--- config.mk ---
export PLATFORM = sky130hd
export DESIGN_NAME = mult_booth_seq
export DESIGN_NICKNAME = d
export VERILOG_FILES = /design/src/rtl/mult_pkg.sv /design/src/rtl/booth_recode.sv /design/src/rtl/mult_booth_seq.sv
export SDC_FILE = /design/constraint.sdc
export NUM_CORES = 1
export LEC_CHECK = 0
export ABC_AREA = 1
export BUFFER_PORTS_ARGS = -buffer_cell sky130_fd_sc_hd__buf_2
export CORE_UTILIZATION = 37
export DETAILED_ROUTE_END_ITERATION = 12
export GPL_ROUTABILITY_DRIVEN = 0
export PLACE_DENSITY_LB_ADDON = 0.12
export SLEW_MARGIN = 20
export SYNTH_ARGS = -nofsm -noshare
export SYNTH_HDL_FRONTEND = slang
export SYNTH_SLANG_ARGS = --single-unit
--- constraint.sdc ---
create_clock -name clock -period 3.3 [get_ports clock]
set_input_delay 0.66 -clock clock [delete_from_list [all_inputs] [get_ports clock]]
set_output_delay 0.66 -clock clock [all_outputs]
set_load 0.02 [all_outputs]
--- src/rtl/mult_pkg.sv ---
// Shared definitions for the sequential radix-4 Booth multiplier:
// FSM encoding, iteration count and Booth window codes.
package mult_pkg;

  typedef enum logic [1:0] {
    S_IDLE = 2'b00,
    S_RUN  = 2'b01,
    S_DONE = 2'b10
  } mult_state_t;

  localparam int MULT_STEPS = 16;

  // {Q[1], Q[0], q-1} windows
  localparam logic [2:0] BD_Z0  = 3'b000;
  localparam logic [2:0] BD_P1A = 3'b001;
  localparam logic [2:0] BD_P1B = 3'b010;
  localparam logic [2:0] BD_P2  = 3'b011;
  localparam logic [2:0] BD_N2  = 3'b100;
  localparam logic [2:0] BD_N1A = 3'b101;
  localparam logic [2:0] BD_N1B = 3'b110;
  localparam logic [2:0] BD_Z1  = 3'b111;

endpackage

--- src/rtl/booth_recode.sv ---
// Radix-4 Booth digit selector: maps a 3-bit window to
// the addend 0, +-M or +-2M in 34-bit two's complement.
module booth_recode
  import mult_pkg::*;
#(
  parameter int AW = 34
) (
  input  logic [2:0]    win_i,
  input  logic [AW-1:0] m_i,
  output logic [AW-1:0] addend_o
);

  logic [AW-1:0] m2;

  assign m2 = {m_i[AW-2:0], 1'b0};

  always_comb begin
    addend_o = '0;
    unique case (win_i)
      BD_Z0, BD_Z1:   addend_o = '0;
      BD_P1A, BD_P1B: addend_o = m_i;
      BD_P2:          addend_o = m2;
      BD_N2:          addend_o = -m2;
      BD_N1A, BD_N1B: addend_o = -m_i;
      default:        addend_o = '0;
    endcase
  end

endmodule

--- src/rtl/mult_booth_seq.sv ---
// Sequential signed 32x32 radix-4 Booth multiplier, one digit
// per cycle, with registered 64-bit product and overflow flag.
module mult_booth_seq
  import mult_pkg::*;
#(
  parameter int WIDTH = 32,
  parameter int STEPS = 16
) (
  input  logic               clock,
  input  logic               reset_n,
  input  logic               ctrl_MULT,
  input  logic [WIDTH-1:0]   data_operandA,
  input  logic [WIDTH-1:0]   data_operandB,
  output logic [WIDTH-1:0]   data_result,
  output logic [2*WIDTH-1:0] data_product,
  output logic               data_exception,
  output logic               data_resultRDY,
  output logic               busy
);

  localparam int AW  = WIDTH + 2;
  localparam int ACC = AW + WIDTH + 1;

  if (WIDTH != 32) begin : g_bad_width
    $error("mult_booth_seq: only WIDTH=32 is supported");
  end
  if (STEPS != MULT_STEPS || STEPS != WIDTH / 2) begin : g_bad_steps
    $error("mult_booth_seq: STEPS must equal WIDTH/2");
  end

  mult_state_t      state_q, state_d;
  logic [3:0]       cnt_q, cnt_d;
  logic [ACC-1:0]   acc_q, acc_d;
  logic [AW-1:0]    m_q, m_d;
  logic [2*WIDTH-1:0] prod_q;
  logic             exc_q;

  logic [AW-1:0]      addend;
  logic [AW-1:0]      u_sum;
  logic [ACC-1:0]     acc_shift;
  logic [2*WIDTH-1:0] prod_next;
  logic               exc_next;
  logic               load_out;
  logic               last;

  booth_recode #(
    .AW(AW)
  ) u_recode (
    .win_i   (acc_q[2:0]),
    .m_i     (m_q),
    .addend_o(addend)
  );

  // Accumulator layout: {U[33:0], Q[31:0], q-1}
  assign u_sum     = acc_q[ACC-1 -: AW] + addend;
  assign acc_shift = {{2{u_sum[AW-1]}}, u_sum, acc_q[WIDTH:2]};

  // {U[31:0], Q} after the shift, taken straight from the sum
  assign prod_next = {u_sum, acc_q[WIDTH:3]};
  assign exc_next  =
    |(prod_next[2*WIDTH-1:WIDTH] ^ {WIDTH{prod_next[WIDTH-1]}});

  assign last = (cnt_q == 4'(STEPS - 1));

  always_comb begin
    state_d  = state_q;
    cnt_d    = cnt_q;
    acc_d    = acc_q;
    m_d      = m_q;
    load_out = 1'b0;
    unique case (state_q)
      S_IDLE, S_DONE: begin
        if (ctrl_MULT) begin
          m_d     = {{2{data_operandA[WIDTH-1]}}, data_operandA};
          acc_d   = {{AW{1'b0}}, data_operandB, 1'b0};
          cnt_d   = '0;
          state_d = S_RUN;
        end else begin
          state_d = S_IDLE;
        end
      end
      S_RUN: begin
        acc_d = acc_shift;
        cnt_d = cnt_q + 4'd1;
        if (last) begin
          state_d  = S_DONE;
          load_out = 1'b1;
        end
      end
      default: state_d = S_IDLE;
    endcase
  end

  always_ff @(posedge clock or negedge reset_n) begin
    if (!reset_n) begin
      state_q <= S_IDLE;
      cnt_q   <= '0;
      acc_q   <= '0;
      m_q     <= '0;
    end else begin
      state_q <= state_d;
      cnt_q   <= cnt_d;
      acc_q   <= acc_d;
      m_q     <= m_d;
    end
  end

  always_ff @(posedge clock or negedge reset_n) begin
    if (!reset_n) begin
      prod_q <= '0;
      exc_q  <= 1'b0;
    end else if (load_out) begin
      prod_q <= prod_next;
      exc_q  <= exc_next;
    end
  end

  assign data_product   = prod_q;
  assign data_result    = prod_q[WIDTH-1:0];
  assign data_exception = exc_q;
  assign data_resultRDY = (state_q == S_DONE);
  assign busy           = (state_q == S_RUN);

endmodule

==> results of run 1 <==
==> worst max-delay path by stage <==
stage	from	to
5_1_grt	m_q[0]$_DFFE_PN0P_	data_exception$_DFFE_PN0P_
3_3_place_gp	m_q[1]$_DFFE_PN0P_	data_exception$_DFFE_PN0P_
6_report	m_q[0]$_DFFE_PN0P_	data_exception$_DFFE_PN0P_
2_1_floorplan	m_q[1]$_DFFE_PN0P_	data_exception$_DFFE_PN0P_
4_1_cts	m_q[0]$_DFFE_PN0P_	data_exception$_DFFE_PN0P_
3_5_place_dp	m_q[1]$_DFFE_PN0P_	data_exception$_DFFE_PN0P_
==> area by class of cell <==
cell class | instances | area [µm²]
Timing Repair Buffer | 465 | 3220
Multi-Input combinational cell | 1122 | 7250
Clock buffer | 18 | 439
Sequential cell | 168 | 4210
Tap cell | 390 | 488
Fill cell | 2750 | 13200
Inverter | 238 | 906
Clock inverter | 14 | 154
==> cell families after synthesis <==
| family | synth area share |
|---|---|
| AO/OA/AOI/OAI | 0.143 |
| XOR/XNOR | 0.0200 |
| adder cells (fa/ha/maj) | 0.0405 |
| buffers and inverters | 0.120 |
| flip-flops | 0.371 |
| AND/OR/NAND/NOR | 0.305 |
==> per-stage QoR <==
step / hold WS [ns] / utilization / cells / setup slack, ns
after floorplan: 0.364 / - / 1618 / -0.179
after global placement: 0.459 / 0.477 / 2339 / -0.884
after detailed placement: 0.463 / 0.477 / 2339 / -0.836
after CTS: 0.0974 / 0.516 / 2388 / -0.567
after global routing: 0.104 / 0.558 / 2415 / -0.969
final: 0.0982 / 0.558 / 2415 / -0.650
==> cell usage after synthesis, drive strengths merged <==
master	number
clkbuf	52
a221oi	1
nand3	144
a21o	1
a221o	11
nor4	1
or2	1
xnor2	3
xor2	22
o2111ai	7
fa	1
nand3b	6
buf	38
nor3	12
o31ai	1
nand2	443
a21oi	69
a22oi	2
dfrtp	168
a31oi	2
clkinv	1
inv	237
o221ai	32
nor2	162
nand4	21
o21ai	113
o22ai	25
ha	35
o21bai	5
and2	2
==> routing by layer <==
layer  share of wire  vias to the layer above  GRT usage
met5               0                        -          0
li1                -                     6040          -
met4           0.018                        0     0.0650
met3           0.041                       52     0.0352
met2            0.46                      283      0.364
met1            0.48                     5608      0.341
==> sequential cells by signal, indices dropped and copies added (netlist names) <==
register        cells
acc_q              65
data_product       64
state_q             2
cnt_q               4
m_q                32
data_exception      1
==> timing repair <==
| action | 4_1_cts | 5_1_grt |
|---|---|---|
| hold buffers | 0 | 0 |
| gates resized for setup | 112 | 309 |
| pin swaps | 55 | 120 |
| buffers inserted | 28 | 31 |
| endpoints found under the setup margin | 45 | 54 |
| cloned | 0 | 0 |
==> worst max-delay path, delay by kind of cell (launching register included) <==
kind                       cells  cell delay (ns)
buffers and inverters          7             0.50
DFF                            1             0.38
AOI/OAI and AO/OA              2             0.56
adders and majority gates      2             0.47
and+or+nand+nor               21             1.92
==> run_results.csv, run 1 <==
group,metric,value,unit
floorplanning,start_util,0.379,
routing,drt_first_pass_iters,5,
setup_path,worstPathArrival,4.31,ns
setup_path,cpMaxStageDelayCell,"a221o_1",
setup_path,reg2reg_setup_slack,-0.65,ns
cts,cts_tree,"yes",
setup_path,worstPathMaxFanout,4,
synth,synth.largest_area_cell,"dfrtp_1",
routing,wl_per_cell,15.4,µm
sta,finalSetupTns,-9.54,ns
grt,track_usage,0.236,
floorplanning,die_h,177,µm
synth,yosysWarnings,0,
final_layout,fin_nets,2115,
setup_path,start_kind,"flip-flop",
grt,antenna_found_initial,0,
synth,netlist_instances,1618,
cts,cts_htree_levels,4,
sta,fin_ws,-0.650,ns
synth,syn_nets,1721,
floorplanning,core,0.0299,mm²
grt,grt_pass1_vias,11000,
routing,drt-total-wl,37200,µm
synth,ys_types,46,
final_layout,drive_gt1_frac,0.421,
routing,remaining_drc_errors,0,
floorplanning,die_w,177,µm
cts,root_buffer,"clkbuf_16",
synth,avgSynthCellArea,6.99,µm²
final_layout,final_common_cell,"nand2_1",
sta,rsz0062_at_grt,"yes",
cts,clk_latency,0.46,ns
placed_design,hpwlAfterDp,27100,µm
sta,finalSetupViolations,35,
routing,viasPerCell,4.96,
final_layout,n_antenna_cell,0,
final_layout,final_cell_area,0.0167,mm²
sta,post-route-period-util,1.20,
routing,vias,12000,
floorplanning,rows,63,
flow_run,maxCapViolCount,0,
grt,grt_pass1_wl,57700,µm
setup_path,reg2regPathDepth,32,
setup_path,cp.required,3.66,ns
final_layout,syn2layout_area_growth,47.3,%
sta,slew_headroom,0.296,
status,violations,"negative setup slack",
final_layout,most-common-layout-cells,"317 x nand2_1, 273 x buf_4, 194 x inv_1, 167 x dfrtp_1, 164 x buf_2",
setup_path,r2r_end,"data_exception$_DFFE_PN0P_",
cts,cts.path.max_buffers,2,
cts,cts_buffers,17,
grt,grt_start_max_net_pins,112,
setup_path,cp_common_cell,"nand2_1",
placed_design,port_buffers,165,
grt,grt_overflow,0,
routing,drt_first_iter_violations,808,
floorplanning,pin_count,166,
sta,slew_viol_final,0,
cts,clock-sinks,168,
setup_path,crit_path_end_kind,"flip-flop",
sta,fmax,253,MHz
setup_path,crit_path_max_incr_delay,0.39,ns
placed_design,dpl_cell_area,0.0143,mm²
sta,worstMarginPinSlew,1.06,ns
synth,synth.area.top_cells,"dfrtp_1 37%, nand2_1 14%, inv_1 7.6%",
synth,yosysTopAreaCellShare,0.371,
sta,hold_viol,0,
setup_path,crit_type,"flip-flop to flip-flop",
routing,postRouteAntennaNets,0,
synth,synth-seq-cells,168,
sta,fin_skew,0.0181,ns
sta,period_minus_slack,3.95,ns
synth,ys_seq_area_frac,0.371,
synth,netlist_area,0.0113,mm²
floorplanning,die-area,0.0313,mm²
status,status,"finished with violations",
min_path,min-delay-path-class,"primary input to asynchronous set/reset pin",
setup_path,reg2reg_from,"m_q[0]$_DFFE_PN0P_",
cts,path_clk_slew,0.08,ns
Power of run 1 is left out: the tool's default activity adds up to more than one toggle a clock period on the data nets, which glitch-free logic cannot reach.
==> run 2: changes to the inputs <==
ABC_AREA = unset   (was 1)
==> run 2 against run 1 <==
Compared with the run above:
- final area is 5.6% lower
- critical path depth is 11 lower
- register-to-register slack worse by 1.0 ns
- flip-flop and latch count stayed put
- the run still ends with negative setup slack left
- non-clock buffer count is 22 higher
==> run_results.csv, run 2 <==
group,metric,value,unit
status,status,"finished with violations",
status,violations,"negative setup slack",
placed_design,hpwlAfterDp,24500,µm
setup_path,cpLargestDelayFamily,"simple AND/OR/NAND/NOR gates",
routing,drt-total-wl,35200,µm
final_layout,largest-register,"acc_q",
final_layout,fin_nets,1725,
flow_run,maxCapViolCount,0,
final_layout,final_common_cell,"nand2_1",
cts,root_buffer,"clkbuf_16",
cts,clk_latency,0.45,ns
floorplanning,core,0.0272,mm²
grt,track_usage,0.241,
routing,vias,10400,
synth,yosysTopAreaCellShare,0.406,
setup_path,crit_type,"flip-flop to flip-flop",
grt,grt_overflow,0,
routing,viasPerCell,5.20,
cts,cts.path.max_buffers,2,
setup_path,cp.required,3.62,ns
grt,grt_pass1_wl,54600,µm
setup_path,worstPathMaxFanout,6,
final_layout,postLayoutCoreUtil,0.579,
placed_design,dpl_cell_area,0.0134,mm²
cts,clock-sinks,168,
final_layout,largest_reg_flops,65,
routing,remaining_drc_errors,0,
sta,fin_skew,0.0182,ns
sta,slew_viol_final,0,
grt,grt_pass1_vias,10300,
sta,period_minus_slack,4.98,ns
sta,fin_ws,-1.68,ns
synth,ys_types,66,
floorplanning,start_util,0.381,
synth,synth.area.top_cells,"dfrtp_1 41%, nand2_1 12%, ha_1 4.2%",
cts,path_clk_slew,0.08,ns
synth,yosysMostFrequentCell,"nand2_1",
floorplanning,die_h,169,µm
routing,drt_first_pass_iters,6,
cts,postCtsHoldBufs,0,
synth,synth_common_cells,"327 x nand2_1, 168 x dfrtp_1, 81 x o21ai_0",
cts,cts_tree,"yes",
sta,finalSetupTns,-47.11,ns
sta,fmax,201,MHz
sta,finalSetupViolations,51,
cts,cts_htree_levels,4,
sta,worstMarginPinSlew,0.710,ns
floorplanning,die-area,0.0287,mm²
sta,rsz0062_at_grt,"yes",
synth,yosysWarnings,0,
floorplanning,die_w,169,µm
synth,ys_seq_area_frac,0.406,
synth,synth.largest_area_cell,"dfrtp_1",
synth,netlist_area,0.0104,mm²
final_layout,final_cell_area,0.0157,mm²
final_layout,fillers,2425,
synth,synthFlopType,"dfrtp_1",
final_layout,syn2layout_area_growth,51.8,%
synth,netlist_instances,1221,
synth,synth_edf_count,0,
setup_path,path_cells,"inv_2 > ha_4 > or3b_4 > or3_4 > buf_6 > or3_4 > nand2_2 > xor2_1 > o211ai_1 > ha_2 > nand4_1 > a2111oi_2 > a22oi_2 > a21boi_2 > o21ai_2 > nand2b_1 > xnor2_2 > or3_1 > a221oi_2 > buf_4 > a41oi_1",
setup_path,start_kind,"flip-flop",
grt,antenna_found_initial,1,
sta,hold_viol,0,
floorplanning,rows,60,
setup_path,crit_path_end_kind,"flip-flop",
setup_path,worstPathArrival,5.29,ns
synth,avgSynthCellArea,8.48,µm²
setup_path,crit_path_max_incr_delay,0.44,ns
synth,synth-async-reset-ratio,1.00,
cts,cts_buffers,17,
setup_path,cpMaxStageDelayCell,"ha_2",
floorplanning,pin_count,166,
placed_design,dp_slack,-1.67,ns
routing,postRouteAntennaNets,0,
min_path,min-delay-path-class,"primary input to asynchronous set/reset pin",
routing,wl_per_cell,17.5,µm
placed_design,port_buffers,165,
final_layout,drive_gt1_frac,0.475,
synth,syn_nets,1324,
final_layout,most-common-layout-cells,"295 x nand2_1, 275 x buf_4, 168 x dfrtp_1, 164 x buf_2, 44 x buf_6",
sta,slew_headroom,0.527,
setup_path,timing.critical_path.buf_inv,3,
sta,post-route-period-util,1.51,
routing,drt_first_iter_violations,578,
grt,grt_start_max_net_pins,65,
synth,synth-seq-cells,168,
setup_path,cp_common_cell,"or3_4",
## run 2: final cells by class
type	count	area, µm²	area share
repair buffers	487	3460	0.220
multi-input cells	930	6920	0.440
diodes	1	2.50	0.000159
inverters	18	67.6	0.00429
clock buffers	17	425	0.0270
well taps	372	465	0.0296
clock inverters	15	190	0.0121
flip-flops and latches	168	4200	0.267
## run 2: per-layer routing
| metal | global-route usage | routed length (µm) | vias to the layer above |
|---|---|---|---|
| li1 | - | - | 5059 |
| met1 | 0.314 | 15300 | 5072 |
| met2 | 0.414 | 17300 | 250 |
| met3 | 0.0382 | 1670 | 57 |
| met4 | 0.0685 | 903 | 0 |
| met5 | 0 | 0 | - |
## run 2: timing repair
action	CTS	global route
buffers inserted	27	30
pin swaps	44	66
gates resized for setup	115	185
endpoints found under the setup margin	56	57
## run 2: path summary, 6_finish.rpt
check	slack [ns]	endpoint	start	depth (start not counted)
max reg2reg	-1.68	data_exception$_DFFE_PN0P_	m_q[0]$_DFFE_PN0P_	21
min in group clock	0.42	acc_q[12]$_DFFE_PN0P_	data_operandB[11]	3
max	-1.68	data_exception$_DFFE_PN0P_	m_q[0]$_DFFE_PN0P_	21
max in group asynchronous	2.38	acc_q[60]$_DFFE_PN0P_	reset_n	2
min	0.16	m_q[11]$_DFFE_PN0P_	reset_n	1
min reg2reg	0.46	data_product[46]$_DFFE_PN0P_	data_product[46]$_DFFE_PN0P_	2
## run 2: logic make-up after synthesis
kind of cell	Yosys count	synth area share
adders and majority gates	36	0.0442
buffers and inverters	123	0.0578
muxes	33	0.0355
and+or+nand+nor	496	0.211
DFF	168	0.406
AOI/OAI and AO/OA	296	0.188
xor gates and xnor gates	69	0.0583
## run 2: stage by stage
stage	std cells	hold slack, ns
2_1_floorplan	1221	0.364
4_1_cts	1981	0.179
6_report	2008	0.164
3_5_place_dp	1924	0.457
5_1_grt	2007	0.211
3_3_place_gp	1924	0.453
Power of run 2 is left out for the same reason.
==> run 3: changes to the inputs <==
CELL_PAD_IN_SITES_DETAIL_PLACEMENT = 1   (was unset)
CELL_PAD_IN_SITES_GLOBAL_PLACEMENT = 2   (was unset)
CORE_UTILIZATION = 31   (was 37)
REMOVE_ABC_BUFFERS = 1   (was unset)
==> run 3 against run 2 <==
Compared with the run above:
- the run still ends with negative setup slack left
- via count rose by 0.86%
- first-iteration DRC count fell by 34%
- core utilization fell by 9.6 points
- non-clock buffer count fell by 4
- final area rose by 0.28%
- setup slack got worse by 0.039 ns
- global-route usage fell by 1.3 points
- clock skew fell by 0.0072 ns
- largest cell class unchanged
==> run_results.csv, run 3 (same netlist as run 2, synthesis figures left out) <==
group,metric,value,unit
routing,vias,10500,
sta,rsz0062_at_grt,"yes",
cts,clk_latency,0.46,ns
grt,grt_start_max_net_pins,80,
cts,cts_tree,"yes",
cts,cts_htree_levels,4,
setup_path,crit_type,"flip-flop to flip-flop",
sta,fmax,199,MHz
cts,path_clk_slew,0.07,ns
setup_path,worstPathMaxFanout,6,
final_layout,final_cells,2074,
grt,grt-busiest-layer,"met2",
setup_path,r2r_end,"data_exception$_DFFE_PN0P_",
floorplanning,core,0.0327,mm²
status,violations,"negative setup slack",
cts,cts_buffers,17,
sta,slew_headroom,0.506,
setup_path,crit_end,"data_exception$_DFFE_PN0P_",
routing,viasPerCell,5.08,
grt,grt_overflow,0,
grt,use_met1,0.303,
routing,drt-total-wl,38700,µm
floorplanning,die_h,185,µm
grt,grtUsageMet3,0.0446,
flow_run,maxCapViolCount,0,
setup_path,start_kind,"flip-flop",
sta,hold_viol,0,
routing,remaining_drc_errors,0,
sta,worstMarginPinSlew,0.742,ns
final_layout,final_common_cell,"nand2_1",
grt,track_usage,0.229,
routing,wl_per_cell,18.7,µm
floorplanning,die-area,0.0342,mm²
sta,finalSetupViolations,53,
placed_design,place_inst,1992,
setup_path,cp.required,3.63,ns
setup_path,startpoint,"m_q[9]$_DFFE_PN0P_",
final_layout,drive_gt1_frac,0.466,
sta,fin_skew,0.0110,ns
final_layout,syn2layout_area_growth,52.3,%
sta,fin_ws,-1.71,ns
sta,finalSetupTns,-47.01,ns
sta,period_minus_slack,5.01,ns
setup_path,worstPathArrival,5.34,ns
cts,clock-sinks,168,
floorplanning,pin_count,166,
sta,post-route-period-util,1.52,
routing,drt_first_iter_violations,379,
final_layout,fillers,3793,
placed_design,port_buffers,165,
grt,grt_pass1_wl,60300,µm
min_path,min-delay-path-class,"primary input to asynchronous set/reset pin",
floorplanning,die_w,185,µm
cts,cts.path.max_buffers,2,
final_layout,largest_reg_flops,65,
cts,root_buffer,"clkbuf_16",
grt,use_met2,0.376,
status,status,"finished with violations",
final_layout,most-common-layout-cells,"299 x nand2_1, 275 x buf_4, 168 x dfrtp_1, 164 x buf_2, 43 x nor2_1",
routing,drt_first_pass_iters,5,
setup_path,reg2reg_from,"m_q[9]$_DFFE_PN0P_",
grt,grt_pass1_vias,11000,
grt,antenna_found_initial,7,
placed_design,dp_slack,-2.13,ns
sta,slew_viol_final,0,
placed_design,hpwlAfterDp,27300,µm
final_layout,fin_nets,1721,
floorplanning,start_util,0.317,
setup_path,reg2reg_setup_slack,-1.71,ns
final_layout,largest-register,"acc_q",
floorplanning,rows,66,
setup_path,reg2regPathDepth,21,
routing,postRouteAntennaNets,0,
setup_path,crit_path_end_kind,"flip-flop",
[run 3: critical path: stages, from the launching register on]
cell	delay [ns]
dfrtp_1	0.39
or4_4	0.58
buf_6	0.14
or3_4	0.36
nor2_4	0.15
nand2_4	0.09
or2_4	0.26
nand2_2	0.07
xnor2_1	0.08
a221oi_1	0.30
a31oi_1	0.10
ha_1	0.36
buf_4	0.17
nand2_2	0.08
o21ai_2	0.07
a211o_1	0.32
o2111ai_1	0.09
o211ai_1	0.17
xor2_1	0.20
or4b_1	0.52
mux2i_2	0.23
a41oi_2	0.13
[run 3: layout make-up]
| cell class | instances | area (µm²) | share of cell area |
|---|---|---|---|
| inverter | 18 | 67.6 | 0.00428 |
| timing repair buffer | 483 | 3440 | 0.218 |
| tap | 442 | 553 | 0.0351 |
| clock buffer | 18 | 429 | 0.0272 |
| antenna | 2 | 5.00 | 0.000317 |
| clock inverter | 13 | 250 | 0.0159 |
| multi-input combinational | 930 | 6830 | 0.433 |
| sequential | 168 | 4200 | 0.266 |
[run 3: worst min-delay path by stage]
stage,depth (start not counted),startpoint,to,slack (ns)
floorplan,0,reset_n,acc_q[0]$_DFFE_PN0P_,0.36
global placement,2,data_product[53]$_DFFE_PN0P_,data_product[53]$_DFFE_PN0P_,0.45
detailed placement,2,data_product[55]$_DFFE_PN0P_,data_product[55]$_DFFE_PN0P_,0.46
CTS,1,reset_n,acc_q[44]$_DFFE_PN0P_,0.24
finish,1,reset_n,data_product[42]$_DFFE_PN0P_,0.21
global route,1,reset_n,data_product[42]$_DFFE_PN0P_,0.28
[run 3: what timing repair did]
action	in CTS	in global routing
resized for setup	192	140
setup buffers	27	35
pin swaps	61	78
endpoints found under the setup margin	57	57
hold buffers	0	0
[run 3: through the flow]
stage,hold WS (ns),util,instance area (µm²)
after floorplan,0.364,-,9830
after global placement,0.452,0.407,13300
after detailed placement,0.459,0.407,13300
after CTS,0.239,0.458,15000
after global routing,0.276,0.482,15800
final,0.211,0.482,15800
[run 3: metal layers]
layer,share of wire,vias to the layer above
met5,0.0017,-
met1,0.45,5216
li1,-,5041
met2,0.49,213
met4,0.017,10
met3,0.042,48
Power of run 3 is left out for the same reason.
